$ cat src/rtl/led_p2s_pkg.sv
// Shared types and constants for the LED parallel-to-serial sequencer.
// Holds the frame state encoding, default geometry and the frame-length helper.
package led_p2s_pkg;

  typedef enum logic [2:0] {
    IDLE,
    SHIFT_LO,
    SHIFT_HI,
    LATCH,
    DONE
  } state_e;

  localparam int DEF_DATA_W  = 16;
  localparam int DEF_CLK_DIV = 4;

  // Cycles from the accepting edge until DONE is entered.
  function automatic int frame_len(input int data_w, input int clk_div);
    return 2 * clk_div * data_w + clk_div;
  endfunction

endpackage

$ cat src/rtl/led_p2s_ctrl_if.sv
// Start/busy request side and serial LED chain pins of the P2S sequencer.
// master drives start/p_data; slave (the sequencer) drives the chain outputs.
interface led_p2s_ctrl_if
  import led_p2s_pkg::*;
#(
  parameter int DATA_W = DEF_DATA_W
);
  logic              start;
  logic [DATA_W-1:0] p_data;
  logic              sclk;
  logic              sdata;
  logic              latch;
  logic              busy;
  logic              done;

  modport master (
    output start, p_data,
    input  sclk, sdata, latch, busy, done
  );

  modport slave (
    input  start, p_data,
    output sclk, sdata, latch, busy, done
  );
endinterface

$ cat src/rtl/p2s_tick_gen.sv
// Half-period divider: counts 0..CLK_DIV-1 while enabled, tick_o on the last count.
// Synchronous clear restarts the count so every state entry gets a full half-period.
module p2s_tick_gen #(
  parameter int CLK_DIV = 4
) (
  input  logic clk,
  input  logic rst,
  input  logic en_i,
  input  logic clr_i,
  output logic tick_o
);
  localparam int CW = (CLK_DIV > 1) ? $clog2(CLK_DIV) : 1;

  logic [CW-1:0] cnt_q, cnt_d;

  assign tick_o = en_i && (cnt_q == CW'(CLK_DIV - 1));

  always_comb begin
    cnt_d = cnt_q;
    if (clr_i || tick_o) begin
      cnt_d = '0;
    end else if (en_i) begin
      cnt_d = cnt_q + CW'(1);
    end
  end

  always_ff @(posedge clk) begin
    if (rst) begin
      cnt_q <= '0;
    end else begin
      cnt_q <= cnt_d;
    end
  end
endmodule

$ cat src/rtl/led_p2s_ctrl.sv
// Serialises a DATA_W word onto the LED chain (sclk/sdata/latch), done after 2*CLK_DIV*DATA_W+CLK_DIV cycles.
// start is accepted only in IDLE; busy covers the frame. LED_P2S_LSB_FIRST_EN selects LSB-first order.
module led_p2s_ctrl
  import led_p2s_pkg::*;
#(
  parameter int DATA_W  = DEF_DATA_W,
  parameter int CLK_DIV = DEF_CLK_DIV
) (
  input logic          clk,
  input logic          rst,
  led_p2s_ctrl_if.slave bus
);
  localparam int BW = $clog2(DATA_W);

  state_e            state_q, state_d;
  logic [DATA_W-1:0] sreg_q, sreg_d;
  logic [BW-1:0]     bit_cnt_q, bit_cnt_d;
  logic              tick, div_en, div_clr;
  logic              sclk_q, sdata_q, latch_q, busy_q, done_q;
  logic              sclk_d, sdata_d, latch_d, busy_d, done_d;
  logic [DATA_W-1:0] sreg_shift;
  logic              out_bit;

  assign div_en  = (state_q == SHIFT_LO) || (state_q == SHIFT_HI) || (state_q == LATCH);
  assign div_clr = (state_d != state_q);

  p2s_tick_gen #(
    .CLK_DIV(CLK_DIV)
  ) u_tick (
    .clk   (clk),
    .rst   (rst),
    .en_i  (div_en),
    .clr_i (div_clr),
    .tick_o(tick)
  );

`ifdef LED_P2S_LSB_FIRST_EN
  assign sreg_shift = {1'b0, sreg_q[DATA_W-1:1]};
  assign out_bit    = sreg_d[0];
`else
  assign sreg_shift = {sreg_q[DATA_W-2:0], 1'b0};
  assign out_bit    = sreg_d[DATA_W-1];
`endif

  always_comb begin
    state_d   = state_q;
    sreg_d    = sreg_q;
    bit_cnt_d = bit_cnt_q;
    unique case (state_q)
      IDLE: begin
        if (bus.start) begin
          sreg_d    = bus.p_data;
          bit_cnt_d = '0;
          state_d   = SHIFT_LO;
        end
      end
      SHIFT_LO: if (tick) state_d = SHIFT_HI;
      SHIFT_HI: begin
        if (tick) begin
          if (bit_cnt_q == BW'(DATA_W - 1)) begin
            state_d = LATCH;
          end else begin
            sreg_d    = sreg_shift;
            bit_cnt_d = bit_cnt_q + BW'(1);
            state_d   = SHIFT_LO;
          end
        end
      end
      LATCH:   if (tick) state_d = DONE;
      DONE:    state_d = IDLE;
      default: state_d = IDLE;
    endcase

    // Outputs are registered from the next state so the board pins never glitch.
    sclk_d  = (state_d == SHIFT_HI);
    latch_d = (state_d == LATCH);
    busy_d  = (state_d == SHIFT_LO) || (state_d == SHIFT_HI) || (state_d == LATCH);
    done_d  = (state_d == DONE);
    sdata_d = busy_d && out_bit;
  end

  always_ff @(posedge clk) begin
    if (rst) begin
      state_q   <= IDLE;
      sreg_q    <= '0;
      bit_cnt_q <= '0;
      sclk_q    <= 1'b0;
      sdata_q   <= 1'b0;
      latch_q   <= 1'b0;
      busy_q    <= 1'b0;
      done_q    <= 1'b0;
    end else begin
      state_q   <= state_d;
      sreg_q    <= sreg_d;
      bit_cnt_q <= bit_cnt_d;
      sclk_q    <= sclk_d;
      sdata_q   <= sdata_d;
      latch_q   <= latch_d;
      busy_q    <= busy_d;
      done_q    <= done_d;
    end
  end

  assign bus.sclk  = sclk_q;
  assign bus.sdata = sdata_q;
  assign bus.latch = latch_q;
  assign bus.busy  = busy_q;
  assign bus.done  = done_q;
endmodule
$ cat src/flat_wrapper.sv
// flat-port wrapper written by rule: the top's interface ports become plain ports
module led_p2s_ctrl_flat import led_p2s_pkg::*;
#(
  parameter int DATA_W  = DEF_DATA_W,
  parameter int CLK_DIV = DEF_CLK_DIV
)
  (clk, rst, bus_start, bus_p_data, bus_sclk, bus_sdata, bus_latch, bus_busy, bus_done);
  led_p2s_ctrl_if #(.DATA_W(DATA_W)) bus_i ();
  input logic clk;
  input logic rst;
  input wire logic [$bits(bus_i.start)-1:0] bus_start;
  input wire logic [$bits(bus_i.p_data)-1:0] bus_p_data;
  output wire logic [$bits(bus_i.sclk)-1:0] bus_sclk;
  output wire logic [$bits(bus_i.sdata)-1:0] bus_sdata;
  output wire logic [$bits(bus_i.latch)-1:0] bus_latch;
  output wire logic [$bits(bus_i.busy)-1:0] bus_busy;
  output wire logic [$bits(bus_i.done)-1:0] bus_done;
  assign bus_i.start = bus_start;
  assign bus_i.p_data = bus_p_data;
  assign bus_sclk = bus_i.sclk;
  assign bus_sdata = bus_i.sdata;
  assign bus_latch = bus_i.latch;
  assign bus_busy = bus_i.busy;
  assign bus_done = bus_i.done;
  led_p2s_ctrl #(.DATA_W(DATA_W), .CLK_DIV(CLK_DIV)) u_core (.clk(clk), .rst(rst), .bus(bus_i));
endmodule
$ cat config.mk
export PLATFORM = sky130hd
export DESIGN_NAME = led_p2s_ctrl_flat
export DESIGN_NICKNAME = d
export VERILOG_FILES = /design/src/rtl/led_p2s_pkg.sv /design/src/rtl/led_p2s_ctrl_if.sv /design/src/rtl/p2s_tick_gen.sv /design/src/rtl/led_p2s_ctrl.sv /design/src/flat_wrapper.sv
export SDC_FILE = /design/constraint.sdc
export NUM_CORES = 1
export LEC_CHECK = 0
export CORE_ASPECT_RATIO = 1.75
export CORE_MARGIN = 2
export CORE_UTILIZATION = 50
export DETAILED_ROUTE_END_ITERATION = 8
export PLACE_DENSITY = 0.74
export SYNTH_ARGS = -nofsm -noshare
export SYNTH_HDL_FRONTEND = slang
export SYNTH_SLANG_ARGS = --single-unit
$ cat constraint.sdc
create_clock -name clk -period 1.95 [get_ports clk]
set_input_delay 0.39 -clock clk [delete_from_list [all_inputs] [get_ports clk]]
set_output_delay 0.39 -clock clk [all_outputs]
set_load 0.005 [all_outputs]
Word-level counts from Yosys, hierarchy flattened

Cells that the tools add are included.

Mux-type cells: 14
$add $sub $neg: 2
Reduce and logical (&&, ||, !) cells: 11
Equal/unequal tests: 13

Operators with widths:

| cell                  | number |
|---|---|
| $mux W16              | 3 |
| $pmux W16 S2          | 1 |
| $eq A3 B2 Y1 const B  | 4 |
| $mux W3               | 4 |
| $mux W4               | 3 |
| $pmux W3 S4           | 1 |
| $pmux W4 S2           | 1 |
| $eq A3 B1 Y1 const B  | 2 |
| $ne A2 B2 Y1 const B  | 3 |
| $logic_or A1 B1 Y1    | 5 |
| $add A4 B1 Y4 const B | 1 |
| $eq A4 B4 Y1 const B  | 1 |
| $reduce_and A4 Y1     | 1 |
| $eq A3 B3 Y1 const B  | 1 |
| $logic_not A3 Y1      | 1 |
| $ne A3 B3 Y1          | 1 |
| $add A2 B1 Y2 const B | 1 |
| $eq A2 B2 Y1 const B  | 1 |
| $logic_and A1 B1 Y1   | 2 |
| $mux W2               | 1 |
| $reduce_bool A2 Y1    | 1 |
| $reduce_or A2 Y1      | 1 |

Register bits: 30
Logic and storage cells: 50
Output and inout port bits: 5
Bits of input ports: 19

Depth between registers and ports, before layout

Gate-level depths: netlist (run 1).

Word-level depth: 10
Depth in mapped cells: 7
Gate-level depth less buffers: 4

Modules after synthesis

A second synthesis (run 1) with hierarchy kept.

Cell total of the unflattened synthesis: 133
Area total of the unflattened synthesis: 1,343.8 um^2

By module, submodules not included:

| module       | area each (um^2) | sequential area each (um^2) | cells each | instances |
|---|---|---|---|---|
| led_p2s_ctrl | 1,236.2          | 560.5                       | 123        | 1 |
| p2s_tick_gen | 107.6            | 40.0                        | 10         | 1 |

Least setup slack after synthesis (run 1)

No wires, ideal clock.

Path kind: register to register
Start: reg u_core.u_tick.cnt_q[0]
End: reg u_core.sreg_q[11]
Setup time: 0.142 ns
Stages on the path, launching flop included: 8
Data arrival time: 1.415 ns
Data required time: 1.808 ns
Setup slack: 0.393 ns
Path buffers: 3
Clock period less this slack: 1.557 ns
Path through: dfxtp_1 -> ha_1 -> clkbuf_2 -> and4bb_2 -> clkbuf_2 -> buf_2 -> a32oi_1 -> a21oi_2

Longest elaborated chain between the ends: 4

RTL lines:

| what                               | line               | text |
|---|---|---|
| start: declaration                 | p2s_tick_gen.sv:14 | `logic [CW-1:0] cnt_q, cnt_d;` |
| start signal: assignment           | p2s_tick_gen.sv:31 | `cnt_q <= cnt_d;` |
| $eq A2 B2 Y1                       | p2s_tick_gen.sv:16 | `assign tick_o = en_i && (cnt_q == CW'(CLK_DIV - 1));` |
| $logic_and A1 B1 Y1                | p2s_tick_gen.sv:16 |  |
| $ne A2 B2 Y1 (no source line)      | -                  |  |
| $reduce_and A4 Y1 (no source line) | -                  |  |
| end signal: assignment             | led_p2s_ctrl.sv:94 | `sreg_q <= sreg_d;` |
| end: declaration                   | led_p2s_ctrl.sv:16 | `logic [DATA_W-1:0] sreg_q, sreg_d;` |

No other way between the ends.
A chain may end at the register's enable or synchronous reset.

Worst setup path after layout (run 1)

Start: reg u_core.u_tick.cnt_q[0]
End: reg u_core.bit_cnt_q[3]

Longest elaborated chain between the ends: 4

RTL lines:

| what                               | line               | text |
|---|---|---|
| $eq A2 B2 Y1                       | p2s_tick_gen.sv:16 |  |
| $logic_and A1 B1 Y1                | p2s_tick_gen.sv:16 |  |
| $ne A2 B2 Y1 (no source line)      | -                  |  |
| $reduce_and A4 Y1 (no source line) | -                  |  |
| end signal: assignment             | led_p2s_ctrl.sv:95 | `bit_cnt_q <= bit_cnt_d;` |
| end: declaration                   | led_p2s_ctrl.sv:17 | `logic [BW-1:0] bit_cnt_q, bit_cnt_d;` |

No other way between the ends.

==> results of run 1 <==
metrics by stage:
stage / std cells / setup WS (ns) / power (mW)
after global placement: 187 / 0.0518 / 0.825
final: 194 / 0.295 / 1.27
after floorplan: 143 / 0.393 / 0.775
after CTS: 194 / 0.106 / 1.29
after detailed placement: 187 / 0.0381 / 0.833
after global routing: 194 / 0.202 / 1.33
layout by cell type (no fill, tap or decap), drive strengths merged:
master         instances
dfxtp                 30
inv                    1
buf                    9
nand4b                 1
nand3b                 1
and4bb                 1
nor2                   4
clkbuf                 7
ha                     2
o211ai                17
mux2i                  1
or3                    4
nor2b                  2
a21oi                 23
nor4                   1
or2                    1
or2b                   1
clkdlybuf4s50         23
and3                   1
nor3b                  3
nor3                   1
o21bai                 1
o31ai                  2
a21boi                 1
or3b                   1
nand4bb                1
or4b                   1
a31o                   1
nand2                  3
o21ai                  1
nand4                  1
nor4b                  1
a32oi                 15
nand3                  3
metal layers:
layer / vias up / part of all wire (%) / track usage [%]
met1: 606 / 38 / 20.9
met4: 0 / 1.1 / 8.82
met2: 36 / 56 / 36.8
li1: 604 / - / -
met3: 4 / 4.4 / 5.21
met5: - / 0 / 0
final cells by class:
cell class	instances	area [sq um]	area share, %
clock buffer	7	76.3	4.30
inverter	1	3.75	0.211
tap	28	35.0	1.97
multi-input combinational	96	763	43.0
sequential	30	601	33.8
timing repair buffer	32	298	16.8
kinds of logic (layout without fill, tap and decap cells):
kind of cell / Yosys count / in the layout / synth area share, %
multiplexers: 1 / 1 / 0.681
flip-flops: 30 / 30 / 40.9
AO/OA/AOI/OAI: 61 / 61 / 33.8
adder cells (fa/ha/maj): 2 / 2 / 1.70
buffers and inverters: 17 / 40 / 7.32
AND/OR/NAND/NOR: 32 / 32 / 15.7
Yosys cell counts (all sizes together):
library cell | n | area (sq um)
inv | 1 | 3.75
dfxtp | 30 | 601
o21bai | 1 | 7.51
o31ai | 2 | 15.0
nor2b | 2 | 12.5
nor2 | 4 | 15.0
nand2 | 3 | 11.3
nand3 | 3 | 15.0
and4bb | 1 | 12.5
and3 | 1 | 6.26
nor4b | 1 | 23.8
o21ai | 1 | 5.00
mux2i | 1 | 10.0
a21boi | 1 | 7.51
nor4 | 1 | 6.26
or3b | 1 | 8.76
a21oi | 23 | 149
or2b | 1 | 7.51
nand4b | 1 | 8.76
or3 | 4 | 25.0
clkbuf | 5 | 21.3
or4b | 1 | 13.8
or2 | 1 | 6.26
a32oi | 15 | 131
a31o | 1 | 8.76
nor3 | 1 | 5.00
nor3b | 3 | 27.5
nand4bb | 1 | 11.3
o211ai | 17 | 173
nand4 | 1 | 6.26
nand3b | 1 | 7.51
buf | 11 | 82.6
ha | 2 | 25.0
power by group:
| group | switching (mW) | internal (mW) | leakage (nW) |
|---|---|---|---|
| clock network | 0.210 | 0.245 | 0.0383 |
| registers | 0.0196 | 0.641 | 0.245 |
| logic | 0.0688 | 0.0893 | 0.299 |
| total | 0.298 | 0.975 | 0.582 |
worst min-delay path, stage by stage (launching register included):
cell	delay, ns
dfxtp_1	0.32
nand2_1	0.06
a21oi_1	0.05
what timing repair did:
item / CTS / global route
resized for setup: 0 / 1
setup buffers: 0 / 0
endpoints found under the setup margin: 0 / 3
hold endpoints to repair: 0 / 0
sequential cells by signal (all words and copies together), names as in the netlist:
| register | cells |
|---|---|
| u_core.u_tick.cnt_q | 2 |
| u_core.bus.busy | 1 |
| u_core.state_q | 3 |
| u_core.bus.sclk | 1 |
| u_core.bit_cnt_q | 4 |
| u_core.bus.sdata | 1 |
| u_core.bus.latch | 1 |
| u_core.sreg_q | 16 |
| u_core.bus.done | 1 |
path summary, 6_finish.rpt:
path                                              from  slack [ns]  cells after the start                endpoint
worst max register to register  u_core.u_tick.cnt_q[0]        0.30                      5     u_core.bit_cnt_q[3]
worst min-delay path            u_core.u_tick.cnt_q[0]        0.47                      2  u_core.u_tick.cnt_q[0]
worst max-delay path            u_core.u_tick.cnt_q[0]        0.30                      5     u_core.bit_cnt_q[3]
worst min register to register  u_core.u_tick.cnt_q[0]        0.47                      2  u_core.u_tick.cnt_q[0]
==> metrics.txt, run 1 <==
Root Driver=clkbuf_8; Post-Syn Instances=143; Yosys reg bits=30; CTS clk-pin slew, worst paths=0.06 ns; filler instances=262; gr usage total=20.2%; Routed Antenna Nets=0; Rel. slew slack=73.3%; DR iter-0 viols=45; CP max FO=24; final hold vios=0; Worst EP required=2.15 ns; I/O Buffers=23; pwr dens=717 nW/um^2; RSZ-0062 raised after global routing=false; number of buffers created by CTS=5; Post-Synthesis Cell Area=1470 sq um; Area Growth Syn to Fin=20.9%; post-synthesis average cell area=10.3 sq um; max-cap violations=0; CP top delay family=simple AND/OR/NAND/NOR gates; diodes inserted=0; post-layout instance area=1780 sq um; largest buffer count on any clock path=2; Setup TNS Final=0 ns; drt drc=0; Starting Density=51.4%; synth warn=0; CTS Hold Bufs=0; share of layout cells above drive strength 1=24.1%; Worst Max-Slew Pin Slew=0.401 ns; Final min period=1.65 ns; first-pass GRT wire length=5.11 mm; Critical Path Max Stage Delay=0.36 ns; DRT Pass-1 Iters=4; fin nets=187; via count=1250; vias per cell=6.44; Yosys cell types=39; die area=3410 sq um; slowest CP cell=or3_1; HPWL after DPL=2.21 mm; antenna violations before repair=0; CP cell instances=ha_1 > nand4bb_1 > buf_4 > or3_1 > a21oi_1; GPL Wtd Cong=0.728; Sink Count=30; Hold Crit Class=reg -> reg; share of the yosys chip area belonging to registers=40.9%; fmax=604 MHz; clk_lat worst skew=0.28 ns; Buf/Inv on CP=1; status=finished, final reports clean; Pins Over Slew Limit=0; WL final=3.17 mm; H-tree depth=2; I/O pins=24; critical path type=reg -> reg; largest net degree at the start of global routing=25; leakage power=0.582 nW; Crit path arrival time=1.86 ns; final hold slack=0.473 ns; Chip Height=75.7 microns; startpoint types=flip-flop; CP Capture Type=flip-flop; Chip Width=45.0 microns; final setup fails=0; number of global-route vias before repair=1206; clk_skew=0.00391 ns; CTS tree=built; VDD IR-drop max=0.513 mV; GRT overflow=0; placed inst area=1700 sq um; core footprint=2860 sq um; fin util=62.1%; Avg WL per Cell=16.3 microns; period utilisation layout=84.9%; Post-Syn Nets=164; FP Rows=26
No activity file was read; power rests on OpenSTA's default activity.
==> run 2: changes to the inputs <==
--- a/config.mk
+++ b/config.mk
@@ -7,9 +7,9 @@
 export LEC_CHECK = 0
 export CORE_ASPECT_RATIO = 1.75
 export CORE_MARGIN = 2
-export CORE_UTILIZATION = 50
+export CORE_UTILIZATION = 47
 export DETAILED_ROUTE_END_ITERATION = 8
-export PLACE_DENSITY = 0.74
+export PLACE_DENSITY = 0.73
 export SYNTH_ARGS = -nofsm -noshare
 export SYNTH_HDL_FRONTEND = slang
 export SYNTH_SLANG_ARGS = --single-unit
==> constraint.sdc (replaced) <==
create_clock -name clk -period 1.4 [get_ports clk]
set_input_delay 0.28 -clock clk [delete_from_list [all_inputs] [get_ports clk]]
set_output_delay 0.28 -clock clk [all_outputs]
set_load 0.005 [all_outputs]
==> metrics.txt, run 2 (synthesized netlist as in run 1, its figures left out) <==
status=finished, violations left; failing checks=setup timing; number of buffers created by CTS=5; slowest CP cell=or4b_4; Routed Antenna Nets=0; I/O Buffers=23; gr usage total=23.6%; largest net degree at the start of global routing=19; Chip Height=78.0 microns; CP top delay family=simple AND/OR/NAND/NOR gates; HPWL after DPL=2.56 mm; Setup TNS Final=-0.0409 ns; diodes inserted=0; clk_lat worst skew=0.29 ns; top flop regs=u_core.sreg_q x16, u_core.bit_cnt_q x4, u_core.state_q x3; reg2reg start=u_core.state_q[1]; Setup WS post-layout=-0.0157 ns; Rel. slew slack=74.9%; CTS clk-pin slew, worst paths=0.06 ns; antenna violations before repair=0; commonest non-fill, non-tap cells in the layout=24 x dfxtp_1, 20 x clkdlybuf4s50_1, 16 x buf_4; drt drc=0; Buf/Inv on CP=0; final hold slack=0.488 ns; Critical Path Max Stage Delay=0.63 ns; core footprint=2960 sq um; I/O pins=24; DRT Pass-1 Iters=4; worst setup path endpoint=u_core.bit_cnt_q[2]; leakage power=0.746 nW; RSZ-0062 raised after global routing=true; Crit path arrival time=1.59 ns; final hold vios=0; Avg WL per Cell=18.2 microns; pwr dens=889 nW/um^2; Reg with most FFs=u_core.sreg_q; period utilisation layout=101%; Pwr Total=1.94 mW; share of layout cells above drive strength 1=46.7%; reg2reg end=u_core.bit_cnt_q[2]; fin nets=204; Chip Width=46.3 microns; FP Rows=26; filler instances=216; via count=1347; Hold Crit Class=reg -> reg; area of the multi-input gates=926 sq um; Final min period=1.42 ns; critical path depth in cells=3; critical path type=reg -> reg; CP cell instances=or4b_4 > or2b_1 > a21oi_2; Area Growth Syn to Fin=48.5%; Worst EP required=1.57 ns; VDD IR-drop max=0.730 mV; Largest register FFs=16; Pins Over Slew Limit=0; Worst Max-Slew Pin Slew=0.373 ns; clk_skew=0.00398 ns; CTS tree=built; largest buffer count on any clock path=2; CP Capture Type=flip-flop; commonest non-fill, non-tap cell in the layout=dfxtp_1; first-pass GRT wire length=6.24 mm; GRT overflow=0; GPL Wtd Cong=0.787; H-tree depth=2; Critical Path Start=u_core.state_q[1]; WL final=4.12 mm; Setup WS pre-CTS=-0.430 ns; fmax=706 MHz; die area=3610 sq um; startpoint types=flip-flop; number of global-route vias before repair=1326; Root Driver=clkbuf_8; Starting Density=49.7%; R2R Setup Slk=-0.02 ns; DR iter-0 viols=25; R2R cell count=3; fin util=73.8%; max-cap violations=0; FF+latch area=608 sq um; vias per cell=5.96; CTS Hold Bufs=0; Sink Count=30; CP max FO=8; final setup fails=8
## run 2: worst reg2reg max path, delay by kind of cell, from the launching register on
kind / cells / cell delay [ns]
AOI/OAI and AO/OA: 1 / 0.06
and+or+nand+nor: 2 / 0.92
DFF: 1 / 0.33
## run 2: how the worst min path moves through the flow
stage                      startpoint                endpoint  slack, ns  depth (start not counted)
2_1_floorplan           bus_p_data[0]        u_core.sreg_q[0]       0.43                          2
3_3_place_gp   u_core.u_tick.cnt_q[0]  u_core.u_tick.cnt_q[0]       0.45                          2
3_5_place_dp   u_core.u_tick.cnt_q[0]  u_core.u_tick.cnt_q[0]       0.47                          2
4_1_cts        u_core.u_tick.cnt_q[0]  u_core.u_tick.cnt_q[0]       0.48                          2
5_1_grt             u_core.sreg_q[11]       u_core.sreg_q[11]       0.50                          2
6_report             u_core.sreg_q[1]        u_core.sreg_q[1]       0.49                          2
## run 2: stage by stage
| step | cell area (sq um) | std cells |
|---|---|---|
| after floorplan | 1570 | 143 |
| after global placement | 1920 | 213 |
| after detailed placement | 1920 | 213 |
| after CTS | 2110 | 226 |
| after global routing | 2180 | 226 |
| final | 2180 | 226 |
## run 2: cell type report
| cell class | count | share of cell area (%) |
|---|---|---|
| repair buffers | 49 | 23.0 |
| inverters | 1 | 0.172 |
| clock inverters | 1 | 0.229 |
| multi-input cells | 96 | 42.4 |
| flip-flops and latches | 30 | 27.9 |
| clock buffers | 7 | 3.95 |
| well taps | 42 | 2.41 |
## run 2: routing by layer
| metal | global-route usage, % | up-vias | wire length [microns] |
|---|---|---|---|
| met5 | 0 | - | 0 |
| met4 | 12.3 | 0 | 118 |
| met3 | 6.28 | 13 | 124 |
| met2 | 39.3 | 27 | 2300 |
| met1 | 25.5 | 669 | 1570 |
| li1 | - | 638 | - |
## run 2: repair_timing
item,4_1_cts,5_1_grt
setup buffers,5,0
resized for setup,17,14
pin swaps,6,7
cloned,0,0
setup endpoints to repair,18,23
## run 2: where the power goes
part	switching (mW)	internal, mW	total [mW]
Combinational	0.129	0.168	0.296
Clock	0.326	0.396	0.722
Sequential	0.0293	0.894	0.923
==> run 3: changes to the inputs <==
--- a/config.mk
+++ b/config.mk
@@ -7,9 +7,9 @@
 export LEC_CHECK = 0
 export CORE_ASPECT_RATIO = 1.75
 export CORE_MARGIN = 2
-export CORE_UTILIZATION = 47
+export CORE_UTILIZATION = 50
 export DETAILED_ROUTE_END_ITERATION = 8
-export PLACE_DENSITY = 0.73
+export PLACE_DENSITY = 0.81
 export SYNTH_ARGS = -nofsm -noshare
 export SYNTH_HDL_FRONTEND = slang
 export SYNTH_SLANG_ARGS = --single-unit
==> constraint.sdc (replaced) <==
create_clock -name clk -period 1.5 [get_ports clk]
set_input_delay 0.3 -clock clk [delete_from_list [all_inputs] [get_ports clk]]
set_output_delay 0.3 -clock clk [all_outputs]
set_load 0.005 [all_outputs]
==> metrics.txt, run 3 (synthesized netlist as in run 1, its figures left out) <==
FP Rows=26; number of global-route vias before repair=1345; hold depth=4; H-tree depth=2; GRT overflow=0; startpoint types=flip-flop; Hold Path End=u_core.u_tick.cnt_q[1]; post-layout instance area=1950 sq um; commonest non-fill, non-tap cell in the layout=dfxtp_1; Largest register FFs=16; DRT Pass-1 Iters=4; Routed Antenna Nets=0; gr usage total=23.2%; hold_sp=bus_start; reg2reg end=u_core.bit_cnt_q[2]; gr busiest metal=met2; R2R Setup Slk=0.07 ns; Avg WL per Cell=16.4 microns; commonest non-fill, non-tap cells in the layout=28 x dfxtp_1, 22 x clkdlybuf4s50_1, 16 x buf_4; CP max FO=6; Crit path arrival time=1.59 ns; CP Capture Type=flip-flop; I/O pins=24; VDD IR-drop max=0.951 mV; Root Driver=clkbuf_8; vias per cell=6.26; first-pass GRT wire length=5.77 mm; Starting Density=51.4%; CTS clk-pin slew, worst paths=0.06 ns; Pwr Total=1.70 mW; Sink Count=30; antenna violations before repair=0; GPL Wtd Cong=0.826; Worst Max-Slew Pin Slew=0.305 ns; number of buffers created by CTS=5; drt drc=0; Hold Crit Class=in -> reg; R2R cell count=4; GR Util met2=39.8%; diodes inserted=0; pwr dens=868 nW/um^2; Reg with most FFs=u_core.sreg_q; fmax=701 MHz; Pins Over Slew Limit=0; Chip Width=45.0 microns; largest net degree at the start of global routing=25; die area=3410 sq um; clk_skew=0.00208 ns; top flop regs=u_core.sreg_q x16, u_core.bit_cnt_q x4, u_core.state_q x3; Area Growth Syn to Fin=32.9%; filler instances=213; final hold vios=0; Setup TNS Final=0 ns; met1 global-route usage=23.5%; Chip Height=75.7 microns; placed inst area=1810 sq um; CTS tree=built; Rel. slew slack=79.5%; reg2reg start=u_core.state_q[1]; final setup fails=0; largest buffer count on any clock path=2; via count=1290; leakage power=0.665 nW; fin nets=199; HPWL after DPL=2.40 mm; core footprint=2860 sq um; max-cap violations=0; grt met3 use=6.16%; WL final=3.38 mm; period utilisation layout=95.1%; clk_lat worst skew=0.28 ns; critical path type=reg -> reg; Final min period=1.43 ns; I/O Buffers=23; DR iter-0 viols=24; Worst EP required=1.66 ns; share of layout cells above drive strength 1=32.0%; status=finished, final reports clean
==> run 3: cell count changes in the layout (fill, tap and decap cells not counted), moves of 4 or more <==
| cell | change |
|---|---|
| buf_6 | -4 |
| dfxtp_2 | -4 |
| dfxtp_1 | +4 |
| a21oi_1 | +4 |
| a32oi_1 | +10 |
| a32oi_2 | -10 |
| a21oi_2 | -4 |
==> run 3: what timing repair did <==
action	CTS	global route
gates resized for setup	4	6
setup buffers	3	0
pin swaps	1	1
hold buffers	0	0
endpoints found under the setup margin	6	17
==> run 3: area by class of cell <==
class / instances / area (sq um) / share of cell area [%]
multi-input cells: 96 / 801 / 41.0
flip-flops and latches: 30 / 603 / 30.9
repair buffers: 44 / 435 / 22.3
clock buffers: 7 / 76.3 / 3.91
well taps: 28 / 35.0 / 1.79
inverters: 1 / 3.75 / 0.192
==> run 3: worst max path at each step <==
stage,slack [ns],to,cells past startpoint,start
3_5_place_dp,-0.36,u_core.bus.sdata,4,bus_start
6_report,0.07,u_core.bit_cnt_q[2],4,u_core.state_q[1]
2_1_floorplan,0.02,u_core.sreg_q[11],7,u_core.u_tick.cnt_q[0]
4_1_cts,0.0008,u_core.sreg_q[7],5,bus_start
3_3_place_gp,-0.32,u_core.bit_cnt_q[3],4,bus_start
5_1_grt,-0.005,u_core.bit_cnt_q[1],5,u_core.bit_cnt_q[0]
==> run 3: routing by layer <==
metal	wire length (microns)	vias to the layer above
met3	147	11
met5	0	-
li1	-	630
met1	1290	612
met4	131	0
met2	1810	37
==> run 3: stage by stage <==
stage	hold WS [ns]	cells	setup slack, ns	util (%)
2_1_floorplan	0.445	143	0.0174	-
3_3_place_gp	0.455	196	-0.317	63.1
3_5_place_dp	0.474	196	-0.360	63.1
4_1_cts	0.467	206	0.000826	67.0
5_1_grt	0.483	206	-0.00457	68.3
6_report	0.467	206	0.0736	68.3
==> run 3: power by group <==
part           internal (mW)  leakage, nW  total, mW  switching (mW)
Clock                  0.318       0.0383      0.594           0.276
Sequential             0.834        0.246      0.859          0.0245
Combinational          0.141        0.381      0.243           0.102
Total                   1.29        0.665       1.70           0.402
==> run 3: critical path: stages (launching register included) <==
cell	delay, ns
dfxtp_1	0.35
or4b_4	0.56
buf_6	0.16
or2b_1	0.18
a21oi_1	0.05
